## src/rtl/stochastic_output_counter.sv

```systemverilog
// -----------------------------------------------------------------------------
// stochastic_output_counter
//
// Counts the ones in the x and y stochastic streams of each output column.
// The last kernel row delivers one bit pair per (column, bit position). When
// a column's final bit position arrives, the completed pair of counts is
// queued in a small FIFO for a downstream consumer to drain.
//
// Ports
//   clock        single clock; all state changes on the rising edge
//   reset        synchronous active-low reset
//   enable       current bit pair is valid this cycle
//   final_val_x  x stochastic bit for the current (column, bit position)
//   final_val_y  y stochastic bit for the current (column, bit position)
//   width_index  input-image column index
//   sc_count     bit position within the stochastic stream
//   out_valid    out_col / out_count_x / out_count_y hold a completed result
//   out_ready    consumer accepts the result this cycle
//   out_col      output column of the head result
//   out_count_x  number of ones in the x stream of the head result
//   out_count_y  number of ones in the y stream of the head result
//   overflow     sticky: a completed result was dropped on a full FIFO
//
// Handshake: a result transfers on every rising edge where out_valid and
// out_ready are both 1. While out_valid=1 and out_ready=0 the head outputs
// hold stable. out_valid never depends on out_ready.
//
// The sizing parameters are shared with the rest of the datapath; the values
// below are placeholders that the system configuration overrides.
// -----------------------------------------------------------------------------
module stochastic_output_counter #(
  parameter int SC_LEN          = 8,
  parameter int SC_LEN_LOG      = 3,
  parameter int INPUT_WIDTH     = 8,
  parameter int INPUT_WIDTH_LOG = 3,
  parameter int KERNEL_WIDTH    = 3
) (
  input  logic                       clock,
  input  logic                       reset,
  input  logic                       enable,
  input  logic                       final_val_x,
  input  logic                       final_val_y,
  input  logic [INPUT_WIDTH_LOG-1:0] width_index,
  input  logic [SC_LEN_LOG-1:0]      sc_count,
  output logic                       out_valid,
  input  logic                       out_ready,
  output logic [INPUT_WIDTH_LOG-1:0] out_col,
  output logic [SC_LEN_LOG:0]        out_count_x,
  output logic [SC_LEN_LOG:0]        out_count_y,
  output logic                       overflow
);

  localparam int FIFO_DEPTH = 4;
  localparam int PTR_W      = (FIFO_DEPTH > 1) ? $clog2(FIFO_DEPTH) : 1;
  localparam int OCC_W      = $clog2(FIFO_DEPTH + 1);
  localparam int NUM_COLS   = INPUT_WIDTH - (KERNEL_WIDTH - 1);
  localparam int CNT_W      = SC_LEN_LOG + 1;
  localparam int COL_W      = INPUT_WIDTH_LOG;

  // Per-column counters
  logic [CNT_W-1:0] count_x_q [NUM_COLS];
  logic [CNT_W-1:0] count_x_d [NUM_COLS];
  logic [CNT_W-1:0] count_y_q [NUM_COLS];
  logic [CNT_W-1:0] count_y_d [NUM_COLS];

  // Result FIFO
  logic [COL_W-1:0] mem_col_q [FIFO_DEPTH];
  logic [COL_W-1:0] mem_col_d [FIFO_DEPTH];
  logic [CNT_W-1:0] mem_x_q   [FIFO_DEPTH];
  logic [CNT_W-1:0] mem_x_d   [FIFO_DEPTH];
  logic [CNT_W-1:0] mem_y_q   [FIFO_DEPTH];
  logic [CNT_W-1:0] mem_y_d   [FIFO_DEPTH];
  logic [PTR_W-1:0] wr_ptr_q, wr_ptr_d;
  logic [PTR_W-1:0] rd_ptr_q, rd_ptr_d;
  logic [OCC_W-1:0] occ_q, occ_d;
  logic             overflow_q, overflow_d;

  logic             col_ok;
  logic [COL_W-1:0] col_idx;
  logic [CNT_W-1:0] new_x, new_y;
  logic             push, pop, full, do_write;

  function automatic logic [PTR_W-1:0] ptr_inc(input logic [PTR_W-1:0] p);
    // Explicit wrap so a non-power-of-two depth still cycles correctly.
    if (p == PTR_W'(FIFO_DEPTH - 1)) ptr_inc = '0;
    else                             ptr_inc = p + 1'b1;
  endfunction

  // Columns left of the first full kernel window (and beyond the image)
  // carry no output column and are ignored entirely.
  always_comb begin
    col_ok  = enable && (int'(width_index) >= KERNEL_WIDTH - 1)
                     && (int'(width_index) <  INPUT_WIDTH);
    col_idx = col_ok ? (width_index - COL_W'(KERNEL_WIDTH - 1)) : '0;
  end

  // Bit position 0 restarts the count; later positions accumulate.
  always_comb begin
    if (sc_count == '0) begin
      new_x = CNT_W'(final_val_x);
      new_y = CNT_W'(final_val_y);
    end else begin
      new_x = count_x_q[col_idx] + CNT_W'(final_val_x);
      new_y = count_y_q[col_idx] + CNT_W'(final_val_y);
    end
  end

  assign push     = col_ok && (sc_count == SC_LEN_LOG'(SC_LEN - 1));
  assign full     = (occ_q == OCC_W'(FIFO_DEPTH));
  assign pop      = out_valid && out_ready;
  // A pop frees the head slot in the same cycle, so a full FIFO still
  // accepts a push when the consumer takes a result.
  assign do_write = push && (!full || pop);

  always_comb begin
    count_x_d  = count_x_q;
    count_y_d  = count_y_q;
    mem_col_d  = mem_col_q;
    mem_x_d    = mem_x_q;
    mem_y_d    = mem_y_q;
    wr_ptr_d   = wr_ptr_q;
    rd_ptr_d   = rd_ptr_q;
    occ_d      = occ_q;
    overflow_d = overflow_q;

    if (col_ok) begin
      count_x_d[col_idx] = new_x;
      count_y_d[col_idx] = new_y;
    end

    if (do_write) begin
      mem_col_d[wr_ptr_q] = col_idx;
      mem_x_d[wr_ptr_q]   = new_x;
      mem_y_d[wr_ptr_q]   = new_y;
      wr_ptr_d            = ptr_inc(wr_ptr_q);
    end

    if (pop) rd_ptr_d = ptr_inc(rd_ptr_q);

    occ_d = occ_q + OCC_W'(do_write) - OCC_W'(pop);

    if (push && full && !pop) overflow_d = 1'b1;
  end

  always_ff @(posedge clock) begin
    if (!reset) begin
      for (int i = 0; i < NUM_COLS; i++) begin
        count_x_q[i] <= '0;
        count_y_q[i] <= '0;
      end
      for (int i = 0; i < FIFO_DEPTH; i++) begin
        mem_col_q[i] <= '0;
        mem_x_q[i]   <= '0;
        mem_y_q[i]   <= '0;
      end
      wr_ptr_q   <= '0;
      rd_ptr_q   <= '0;
      occ_q      <= '0;
      overflow_q <= 1'b0;
    end else begin
      count_x_q  <= count_x_d;
      count_y_q  <= count_y_d;
      mem_col_q  <= mem_col_d;
      mem_x_q    <= mem_x_d;
      mem_y_q    <= mem_y_d;
      wr_ptr_q   <= wr_ptr_d;
      rd_ptr_q   <= rd_ptr_d;
      occ_q      <= occ_d;
      overflow_q <= overflow_d;
    end
  end

  // Outputs read zero while reset is held, even before the first edge
  // clears the FIFO state.
  assign out_valid   = reset && (occ_q != '0);
  assign out_col     = out_valid ? mem_col_q[rd_ptr_q] : '0;
  assign out_count_x = out_valid ? mem_x_q[rd_ptr_q]   : '0;
  assign out_count_y = out_valid ? mem_y_q[rd_ptr_q]   : '0;
  assign overflow    = overflow_q;

endmodule

```

## config.mk

```make
export PLATFORM = sky130hd
export DESIGN_NAME = stochastic_output_counter
export DESIGN_NICKNAME = d
export VERILOG_FILES = /design/src/rtl/stochastic_output_counter.sv
export SDC_FILE = /design/constraint.sdc
export NUM_CORES = 1
export LEC_CHECK = 0
export ABC_AREA = 1
export CAP_MARGIN = 20
export CELL_PAD_IN_SITES_DETAIL_PLACEMENT = 1
export CELL_PAD_IN_SITES_GLOBAL_PLACEMENT = 1
export CORE_UTILIZATION = 32
export DETAILED_ROUTE_END_ITERATION = 8
export PLACE_DENSITY = 0.69
export SLEW_MARGIN = 5
export SYNTH_ARGS = -nofsm -noshare
export SYNTH_HDL_FRONTEND = slang
export SYNTH_SLANG_ARGS = --single-unit
```

## constraint.sdc

```tcl
create_clock -name clock -period 5.33 [get_ports clock]
set_input_delay 0.533 -clock clock [delete_from_list [all_inputs] [get_ports clock]]
set_output_delay 0.533 -clock clock [all_outputs]
set_load 0.05 [all_outputs]
```

==> run metrics, run 1 <==
gp weighted congestion=0.8304; wire length per cell=16.93 µm; Antenna Cells=0; Worst Setup End Kind=output pin; Synth area leader=dfxtp_1; Die Area=15170 µm²; Yosys reg bits=100; Synth area leaders=dfxtp_1 (43%), o21ai_0 (11%), a21oi_1 (11%), nand2_1 (7.0%), inv_1 (4.2%); slowest stage delay, CP=1.00 ns; combinational share of power=21.4%; Least-Margin Pin Slew=1.035 ns; initial antenna violation count=0; Int Pwr=1.291 mW; # DRC=0; Initial DRC Count=275; multi-input logic area=2251 µm²; Core ar.=14100 µm²; Switching Share=33.41%; CTS tree=built; CTS Buf Count=9; Post-Route Setup TNS=0 ns; routed vias=4192; CP startpoint kind=register; # fillers=1767; Row Count=43; Die X=123.2 µm; Yosys Warn Count=0; CP Max Fanout=29; Die Y-Extent=123.2 µm; status=finished, final reports clean; portion of netlist area occupied by mux cells=0%; LEAKAGE=2.054 nW; maximum vdd ir drop=0.1886 mV; number of post-CTS setup repair buffers=0; XOR/XNOR share of the synthesized area=0.1864%; Nets=647; Syn Nets=643; Slew Viols, Final=0; minimum clock period=4.212 ns; H-tree levels=3; largest net degree at the start of global routing=78; power per cell area=366.9 nW/µm²; Layout Utilization=37.48%; Starting Density=33.33%; first-pass GRT wire length=21970 µm; Synth Area in Compound Gates=28.39%; max-cap violations=0; period utilization=79.02%; GR Overflow Total=0; Crit-path slowest cell=dfxtp_1; Synth cell types=40; # IOs=25; clock sinks=100; Reg area=2002 µm²; Hold Vio Cnt, Final=0; Post-Synth Simple-Gate Area=15.71%; Worst Path Required=4.80 ns; area delta synth->final=12.44%; adder-cell share of the synthesized area=3.622%; slew margin rel.=30.89%; syn_area_per_cell=7.602 µm²; clk buf depth=2; Synth top area share=42.61%; post-detailed-routing wire length=13670 µm; Psw=0.6475 mW; register area share after synthesis=42.61%; DRT Pass-1 Iters=4; DP Wirelength=9180 µm; hold crit path type=reg2reg; CTS Root Cell=clkbuf_16; largest family of logic cells by synthesized area=compound AO/OA/AOI/OAI gates; Crit path arrival time=3.68 ns; Global Route Usage Sum=19.28%; fmax=0.2374 GHz; layout cells sized above 1=9.569%; Final setup viols=0; crit-path cells=clkinv_1 > a21oi_1 > o21ai_0 > a21oi_1 > clkdlybuf4s50_1; PostCTS Resize Cnt=0; clock skew=0.006895 ns; part of the power in registers=42.7%; clock share of power=35.8%; Mapped Cells=618; CP most frequent cell=a21oi_1; Crit Path Category=reg2out; CTS clock-pin slew for the worst setup and hold paths=0.07 ns; vias in the first global route=4233; port buffer count=24; hold buffers post-CTS=0; Post-Synthesis Cell Area=4698 µm²; Worst-Skew Late Latency=0.36 ns; RSZ-0062 raised after global routing=false; remaining antenna violation count after routing=0; vias per cell=5.195
[cell usage after synthesis (all sizes together)]
cell and number:
nand2 96, nor3 4, o211ai 5, a211oi 8, nor2 31, ha 12, a31oi 1, fa 1
o21a 1, o21ai 118, nand4 2, or2 10, inv 64, and2 1, o22ai 7, clkbuf 15
dfxtp 100, a21oi 109, xor2 1, nand3 12, buf 17, clkinv 3
[final timing paths]
| path | slack [ns] | end | cells past startpoint | start |
|---|---|---|---|---|
| max | 1.12 | out_count_x[0] | 5 | rd_ptr_q[0] |
| min reg2reg | 0.46 | mem_x_q[9] | 2 | mem_x_q[9] |
| max reg2reg | 2.85 | occ_q[2] | 13 | occ_q[1] |
| min | 0.46 | mem_x_q[9] | 2 | mem_x_q[9] |
[power by group through the flow]
stage	Clock [mW]	Combinational, mW	Sequential (mW)
4_1_cts	0.709	0.417	0.829
3_5_place_dp	0	0.415	0.845
6_report	0.694	0.415	0.829
2_1_floorplan	0	0.319	0.815
5_1_grt	0.736	0.462	0.834
3_3_place_gp	0	0.401	0.843
[placed cells by master (no fill, tap or decap), types with 6 or more instances in the layout]
cell type	instances
a211oi_1	7
o22ai_1	7
o21ai_1	8
a21oi_1	105
nand2_1	88
nand3_1	6
dfxtp_1	100
clkdlybuf4s50_1	23
nand2_2	7
o21ai_0	106
ha_1	12
nor2_1	27
inv_1	53
inv_2	11
clkbuf_16	9
[through the flow]
| step | power [mW] | area, µm² | setup slack (ns) | hold slack, ns | std cells |
|---|---|---|---|---|---|
| detailed placement | 1.260 | 4972 | 0.9397 | 0.4415 | 791 |
| global placement | 1.244 | 4972 | 1.072 | 0.4323 | 791 |
| CTS | 1.955 | 5283 | 1.133 | 0.4570 | 807 |
| floorplan | 1.134 | 4698 | 2.410 | 0.4230 | 618 |
| finish | 1.938 | 5283 | 1.118 | 0.4592 | 807 |
| global route | 2.032 | 5283 | 0.8417 | 0.4863 | 807 |
[sequential cells by signal, indices dropped and copies added (netlist names)]
| signal | cells |
|---|---|
| count_x_q | 24 |
| count_y_q | 24 |
| mem_col_q | 12 |
| mem_x_q | 16 |
| mem_y_q | 16 |
| occ_q | 3 |
| overflow | 1 |
| rd_ptr_q | 2 |
| wr_ptr_q | 2 |
[logic make-up after synthesis]
kind of cell	count (synthesis)
compound gates	249
simple gates	156
xor+xnor	1
fa+ha+maj	13
flops	100
buf+inv	99
[cell type report]
| type | instances | share of cell area [%] |
|---|---|---|
| clock buffers | 10 | 4.524 |
| clock inverters | 6 | 1.350 |
| inverters | 67 | 4.761 |
| multi-input cells | 419 | 42.61 |
| flip-flops and latches | 100 | 37.90 |
| well taps | 180 | 4.263 |
| repair buffers | 25 | 4.595 |
[routing by layer]
| metal | global-route usage (%) | routed length (µm) |
|---|---|---|
| met4 | 5.120 | 140 |
| met5 | 0 | 0 |
| met1 | 24.51 | 6534 |
| met2 | 32.33 | 6520 |
| met3 | 4.797 | 470 |
[critical path: cells and delay by family (launching register included)]
family                 cells  cell delay [ns]
AOI/OAI and AO/OA          3             0.65
buffers and inverters      2             1.65
DFF                        1             1.00
(Power assumes the default switching activity.)
==> run 2, diff against run 1 <==
PLACE_DENSITY = 0.72   (was 0.69)
clock period = 3.8 ns   (was 5.33 ns; I/O delays follow)
==> run 2 against run 1 <==
Against the previous run:
- clock skew is essentially flat
- global-route usage grew 0.43 points
- power grew 43%
- count of clock-buffer cells in the layout grew 3
- flip-flop and latch count is the same
- final cell count grew 1.5%
- setup slack lost 0.53 ns
- die area is the same
- critical endpoint is now count_x_q[2]
==> run metrics, run 2 (synthesis results as in run 1) <==
Final setup viols=0; GR Overflow Total=0; # IOs=25; CP Max Fanout=7; largest net degree at the start of global routing=78; Die X=123.2 µm; CP startpoint kind=input port; # DRC=0; layout cells sized above 1=11.27%; Crit path arrival time=3.42 ns; vias per cell=5.176; H-tree levels=3; Power Total=2.771 mW; gp weighted congestion=0.8777; CTS tree=built; max-cap violations=0; clk buf depth=2; Die Area=15170 µm²; worst reg2reg path depth=13; CTS Buf Count=9; hold buffers post-CTS=0; period utilization=84.44%; power per cell area=515.7 nW/µm²; Antenna Cells=0; DP Wirelength=9287 µm; Hold Vio Cnt, Final=0; Layout Utilization=38.12%; Worst-Skew Late Latency=0.35 ns; post-detailed-routing wire length=13700 µm; Die Y-Extent=123.2 µm; hold crit path type=reg2reg; hold endpoint=mem_y_q[0]; status=finished, final reports clean; Least-Margin Pin Slew=0.7590 ns; RSZ-0062 raised after global routing=false; fmax=0.3117 GHz; Initial DRC Count=265; Worst Path Required=4.01 ns; biggest regs=count_x_q (24), count_y_q (24); Hold Path Depth=2; hold_sp=mem_y_q[0]; CTS clock-pin slew for the worst setup and hold paths=0.07 ns; Post-Route Setup TNS=0 ns; clock sinks=100; Slew Viols, Final=0; Worst R2R Start=occ_q[1]; Row Count=43; Starting Density=33.33%; # fillers=1770; port buffer count=24; number of post-CTS setup repair buffers=0; commonest non-fill, non-tap cell in the layout=o21ai_0; remaining antenna violation count after routing=0; reg2reg setup slack=1.31 ns; Worst Setup End Kind=register; routed vias=4239; Crit Path Category=in2reg; clock skew=0.006781 ns; first-pass GRT wire length=22720 µm; minimum clock period=3.209 ns; CTS Root Cell=clkbuf_16; PostCTS Resize Cnt=0; placed inst area=5055 µm²; area delta synth->final=14.38%; DRT Pass-1 Iters=4; initial antenna violation count=0; LEAKAGE=2.122 nW; Core ar.=14100 µm²; vias in the first global route=4450; Global Route Usage Sum=19.71%; worst r2r dst=occ_q[2]; wire length per cell=16.72 µm; Nets=659; most frequent cells in the layout=o21ai_0 (106), a21oi_1 (105), dfxtp_1 (100), nand2_1 (88), inv_1 (53); slew margin rel.=49.34%; design area=5374 µm²; maximum vdd ir drop=0.2785 mV
## run 2: cell count changes in the layout (fill, tap and decap cells not counted)
cell             before  now
clkdlybuf4s50_1      23   20
clkinvlp_4            1    0
bufinv_16             1    2
clkinv_4              1    0
inv_8                 1    0
clkinv_2              1    0
clkbuf_1              0    3
buf_4                 1   16
## run 2: worst max-delay path by stage
stage | from | cells after the start | slack, ns | endpoint
after floorplan | width_index[1] | 15 | 1.03 | mem_x_q[4]
after global placement | width_index[1] | 15 | 0.43 | mem_y_q[2]
after detailed placement | width_index[1] | 16 | 0.26 | count_x_q[2]
after CTS | width_index[1] | 16 | 0.60 | mem_y_q[4]
after global routing | width_index[1] | 16 | 0.35 | count_x_q[2]
final | width_index[1] | 16 | 0.59 | count_x_q[2]
## run 2: layout make-up
cell class,count,area [µm²],share of cell area [%]
clock inverter,3,68.82,1.281
multi-input combinational,419,2251,41.89
inverter,67,251.5,4.680
clock buffer,13,250.2,4.657
tap,180,225.2,4.191
sequential,100,2002,37.25
timing repair buffer,37,325.3,6.054
## run 2: through the flow
stage	hold WS, ns	instances	setup WS (ns)
2_1_floorplan	0.4230	618	1.033
3_3_place_gp	0.4331	803	0.4342
3_5_place_dp	0.4413	803	0.2622
4_1_cts	0.4589	819	0.5993
5_1_grt	0.4864	819	0.3471
6_report	0.4523	819	0.5915
## run 2: power by group
group	switching (mW)	internal [mW]	total [mW]
logic	0.449	0.199	0.649
registers	0.0286	1.10	1.13
clock network	0.398	0.599	0.997
## run 2: critical path: stages
cell and delay (ns):
clkdlybuf4s50_1 0.52, inv_1 0.15, ha_1 0.33, a21oi_4 0.24
nand2_2 0.08, inv_2 0.13, nor2_2 0.06, nand2_1 0.12
o22ai_1 0.09, nor3_1 0.21, ha_1 0.24, ha_1 0.15
inv_1 0.06, o21ai_2 0.35, buf_4 0.22, a21oi_1 0.06
## run 2: metal layers
layer  global-route usage, %  vias up  part of all wire (%)
met5                       0        -                     0
met4                   5.648        0                   1.4
met3                   4.659       12                   4.2
met2                   32.75       71                    48
met1                   25.31     2048                    47
li1                        -     2108                     -
==> run 3, diff against run 2 <==
clock period = 2.86 ns   (was 3.8 ns; I/O delays follow)
==> run 3 against run 2 <==
Against the previous run:
- cell area increased by 7.6%
- combinational power increased by 54%
- register-to-register slack got worse by 0.98 ns
- non-clock buffer count increased by 35
- largest power group unchanged
- flip-flop and latch count unchanged
- highest routed layer unchanged
- die area unchanged
==> run metrics, run 3 (synthesis results as in run 1) <==
Global Route Usage Sum=20.34%; worst r2r dst=occ_q[2]; clock skew=0.009179 ns; post-detailed-routing wire length=14200 µm; power per cell area=636.6 nW/µm²; biggest regs=count_x_q (24), count_y_q (24); LEAKAGE=2.338 nW; Core ar.=14100 µm²; Least-Margin Pin Slew=0.7263 ns; hold endpoint=occ_q[1]; Switching Share=33.58%; Initial DRC Count=350; RSZ-0062 raised after global routing=false; Power Total=3.680 mW; H-tree levels=3; Layout Utilization=41.01%; reg2reg setup slack=0.33 ns; combinational share of power=27.1%; pre-CTS setup slack=-0.3617 ns; DP Wirelength=10050 µm; Die X=123.2 µm; hold buffers post-CTS=0; Worst Setup End Kind=register; Hold Path Depth=4; hold_sp=reset; DRT Pass-1 Iters=4; WHS=0.3665 ns; Row Count=43; Die Y-Extent=123.2 µm; layout cells sized above 1=18.69%; CTS tree=built; Worst Path Required=3.10 ns; Worst R2R Start=occ_q[1]; largest net degree at the start of global routing=78; Starting Density=33.33%; Crit Path Category=in2reg; slowest stage delay, CP=0.48 ns; CP startpoint kind=input port; CP Max Fanout=4; fmax=0.3740 GHz; CTS Root Cell=clkbuf_16; # IOs=25; wire length per cell=16.63 µm; GR Overflow Total=0; initial antenna violation count=0; max-cap violations=0; part of the power in registers=40.7%; vias per cell=5.138; Crit-path slowest cell=clkdlybuf4s50_1; Worst-Skew Late Latency=0.36 ns; clock share of power=32.2%; Hold Vio Cnt, Final=0; Nets=694; Final setup viols=0; Antenna Cells=0; hold crit path type=in2reg; clock sinks=100; routed vias=4388; Int Pwr=2.444 mW; CTS clock-pin slew for the worst setup and hold paths=0.07 ns; remaining antenna violation count after routing=0; # DRC=0; slew margin rel.=51.58%; maximum vdd ir drop=0.2763 mV; area delta synth->final=23.04%; Die Area=15170 µm²; Slew Viols, Final=0; period utilization=93.49%; status=finished, final reports clean; CP most frequent cell=inv_1; first-pass GRT wire length=23410 µm; clk buf depth=2; gp weighted congestion=0.8876; Crit path arrival time=2.92 ns; worst reg2reg path depth=13; port buffer count=24; CTS Buf Count=9; Final Worst Setup Slack=0.1863 ns; vias in the first global route=4626; minimum clock period=2.674 ns; Psw=1.236 mW; most frequent cells in the layout=a21oi_1 (105), o21ai_0 (105), dfxtp_1 (100), nand2_1 (88), inv_1 (52); crit-path cells=clkdlybuf4s50_1 > inv_1 > ha_2 > buf_4 > nand2_4 > nand3_4 > nor2_2 > nand2_1 > o22ai_2 > nor3_1 > ha_1 > or2_2 > o21ai_2 > inv_1 > o21ai_0 > a21oi_1
## run 3: cell count changes in the layout (fill, tap and decap cells not counted), sizes merged
cell	delta
inv	+2
clkinvlp	+1
bufinv	-2
clkinv	+2
clkdlybuf4s50	-9
buf	+44
clkbuf	-3
## run 3: metal layers
metal | up-vias | share of wire (%) | track usage [%] | wire length (µm)
met1 | 2116 | 46 | 25.14 | 6471
met5 | - | 0 | 0 | 0
li1 | 2182 | - | - | -
met3 | 20 | 3.7 | 4.659 | 532
met4 | 0 | 1.7 | 6.175 | 239
met2 | 70 | 49 | 34.95 | 6960
## run 3: layout make-up
type	instances	area [µm²]
clock inverter	6	46.29
clock buffer	10	239.0
timing repair buffer	72	728.2
multi-input combinational	419	2288
sequential	100	2002
inverter	67	251.5
tap	180	225.2
fill	1741	8315
## run 3: worst max-delay path by stage
stage	from	endpoint	slack, ns
finish	width_index[1]	mem_y_q[8]	0.19
global route	width_index[1]	occ_q[2]	0.06
CTS	width_index[1]	mem_y_q[8]	0.04
detailed placement	width_index[1]	occ_q[2]	-0.36
global placement	width_index[1]	mem_y_q[8]	-0.18
floorplan	occ_q[1]	occ_q[2]	0.18
## run 3: critical path, delay by kind of cell
kind                     cells  cell delay, ns
AND/OR/NAND/NOR              6            0.79
adder cells (fa/ha/maj)      2            0.49
AO/OA/AOI/OAI                4            0.53
buffers and inverters        4            0.81
## run 3: what timing repair did
| item | 4_1_cts | 5_1_grt |
|---|---|---|
| buffers inserted | 0 | 1 |
| gates resized for setup | 0 | 9 |
| endpoints found under the setup margin | 0 | 57 |
| hold endpoints to repair | 0 | 0 |
## run 3: power by group through the flow
| stage | Combinational (mW) | Clock, mW | Sequential (mW) |
|---|---|---|---|
| finish | 0.999 | 1.18 | 1.50 |
| global route | 1.10 | 1.27 | 1.50 |
| CTS | 0.983 | 1.22 | 1.50 |
| detailed placement | 0.977 | 0 | 1.53 |
| global placement | 0.933 | 0 | 1.52 |
| floorplan | 0.595 | 0 | 1.52 |
## run 3: per-stage QoR
step | cells | cell area [µm²] | TNS [ns]
2_1_floorplan | 618 | 4698 | 0
3_3_place_gp | 837 | 5450 | -4.657
3_5_place_dp | 837 | 5450 | -16.60
4_1_cts | 853 | 5736 | 0
5_1_grt | 854 | 5781 | 0
6_report | 854 | 5781 | 0
==> edit: new RTL, settings of run 3 <==
Change the parameter `SC_LEN_LOG` from 3 to 2.
--- a/src/rtl/stochastic_output_counter.sv
+++ b/src/rtl/stochastic_output_counter.sv
@@ -30,7 +30,7 @@
 // -----------------------------------------------------------------------------
 module stochastic_output_counter #(
   parameter int SC_LEN          = 8,
-  parameter int SC_LEN_LOG      = 3,
+  parameter int SC_LEN_LOG      = 2,
   parameter int INPUT_WIDTH     = 8,
   parameter int INPUT_WIDTH_LOG = 3,
   parameter int KERNEL_WIDTH    = 3
Ports: changed (resized out_count_x, out_count_y and sc_count); port bits go from 25 to 22. No check against the original RTL was run, so the function may have changed too.
==> edit against run 3 <==
- the run now ends with design-rule violations left
- synthesized area down 18%
- combinational power down 22%
- clock power up 14%
- routed wire length down 24%
- worst setup slack better by 0.021 ns
- total power down 9.3%
- utilization up 0.43 points
- sequential cell count down 20
- cell area down 17%
- critical path type unchanged
==> edit: results (changes against run 3) <==
| Quantity | Value | Unit | Change |
| --- | --- | --- | --- |
| Half-perimeter wire length after placement | 7775 | microns | -23% |
| Overall Global Routing Usage | 18.58 | % | -1.8 points |
| Filler instances | 1388 | - | -20% |
| Global-route wire length before repair | 18020 | microns | -23% |
| Final Net Count | 550 | - | -21% |
| Cell types with the largest area share after synthesis | sky130_fd_sc_hd__dfxtp_1 41%, sky130_fd_sc_hd__a21oi_1 12%, sky130_fd_sc_hd__o21ai_0 10%, sky130_fd_sc_hd__inv_1 5.0%, sky130_fd_sc_hd__nand2_1 4.9% | - |  |
| Largest regs | count_x_q (18), count_y_q (18) | - |  |
| Worst setup slack for register-to-register paths | 0.43 | ns | +0.10 ns |
| Top cells by instance count after synthesis | 89 x sky130_fd_sc_hd__a21oi_1, 80 x sky130_fd_sc_hd__dfxtp_1, 80 x sky130_fd_sc_hd__o21ai_0 | - |  |
| Remaining DRCs | 2 | - | +2 |
| Fraction of layout instances using a drive strength above 1 | 18.27 | % | -0.43 points |
| Syn_nets | 505 | - | -21% |
| Status | finished, violations left | - |  |
| Synthesized instance count | 481 | - | -22% |
| Logic depth of the worst register-to-register path | 11 | - | -2 |
| Maximum fanout encountered on the critical timing path | 7 | - | +3 |
| Final cell count without fillers | 674 | - | -21% |
| Unique masters post-synth | 39 | - | -2.5% |
| DR WL/cell | 15.92 | microns | -4.3% |
| Gp weighted congestion | 0.8105 | - | -8.7% |
| Final hold slack | 0.2541 | ns | -0.1124 ns |
| Violated checks | design-rule violations | - |  |
| Post-route clock period utilization | 92.74 | % | -0.75 points |
| Placement Cell Area | 4458 | sq um | -18% |
| Initial DRC Count | 122 | - | -65% |
| Maximum number of pins on one net before global-route repair | 67 | - | -14% |
| Leakage Power | 1.952 | nW | -16% |
| DP Cell Count | 658 | - | -21% |
| Post-place setup slack | -0.1365 | ns | +0.2252 ns |
| Clk_lat worst skew | 0.34 | ns | -0.02 ns |
[edit: power by group through the flow]
stage / clock (W) / sequential, W / combinational [W]
final: 0.00135 / 0.00121 / 0.000780
after CTS: 0.00138 / 0.00121 / 0.000788
after floorplan: 0 / 0.00123 / 0.000492
after global placement: 0 / 0.00123 / 0.000761
after global routing: 0.00144 / 0.00122 / 0.000857
after detailed placement: 0 / 0.00123 / 0.000782
[edit: layout make-up]
type	instances	share of cell area [%]
Sequential cell	80	33.28
Multi-Input combinational cell	316	38.53
Tap cell	143	3.718
Clock buffer	10	4.966
Timing Repair Buffer	55	11.70
Inverter	64	5.408
Clock inverter	6	2.392
[edit: metal layers]
metal | vias to the layer above | wire length [microns] | track usage (%)
met4 | 0 | 78 | 4.685
met1 | 1630 | 5094 | 23.12
met3 | 4 | 321 | 4.627
met2 | 46 | 5237 | 31.97
met5 | - | 0 | 0
li1 | 1719 | - | -
[edit: final timing paths]
kind                              from                        end
max reg2reg        occ_q[1]$_SDFF_PN0_        occ_q[2]$_SDFF_PN0_
min reg2reg  mem_col_q[1]$_SDFFE_PN0P_  mem_col_q[1]$_SDFFE_PN0P_
max                     width_index[2]    mem_x_q[6]$_SDFFE_PN0P_
min                              reset      overflow$_SDFFE_PN0P_
[edit: logic make-up (layout without fill, tap and decap cells)]
family | Yosys count | after routing | share of synthesized area [%]
AOI/OAI and AO/OA | 196 | 196 | 26.30
and+or+nand+nor | 106 | 106 | 17.07
DFF | 80 | 80 | 41.46
adders and majority gates | 13 | 13 | 4.405
xor gates and xnor gates | 1 | 1 | 0.2268
buffers and inverters | 85 | 135 | 10.53
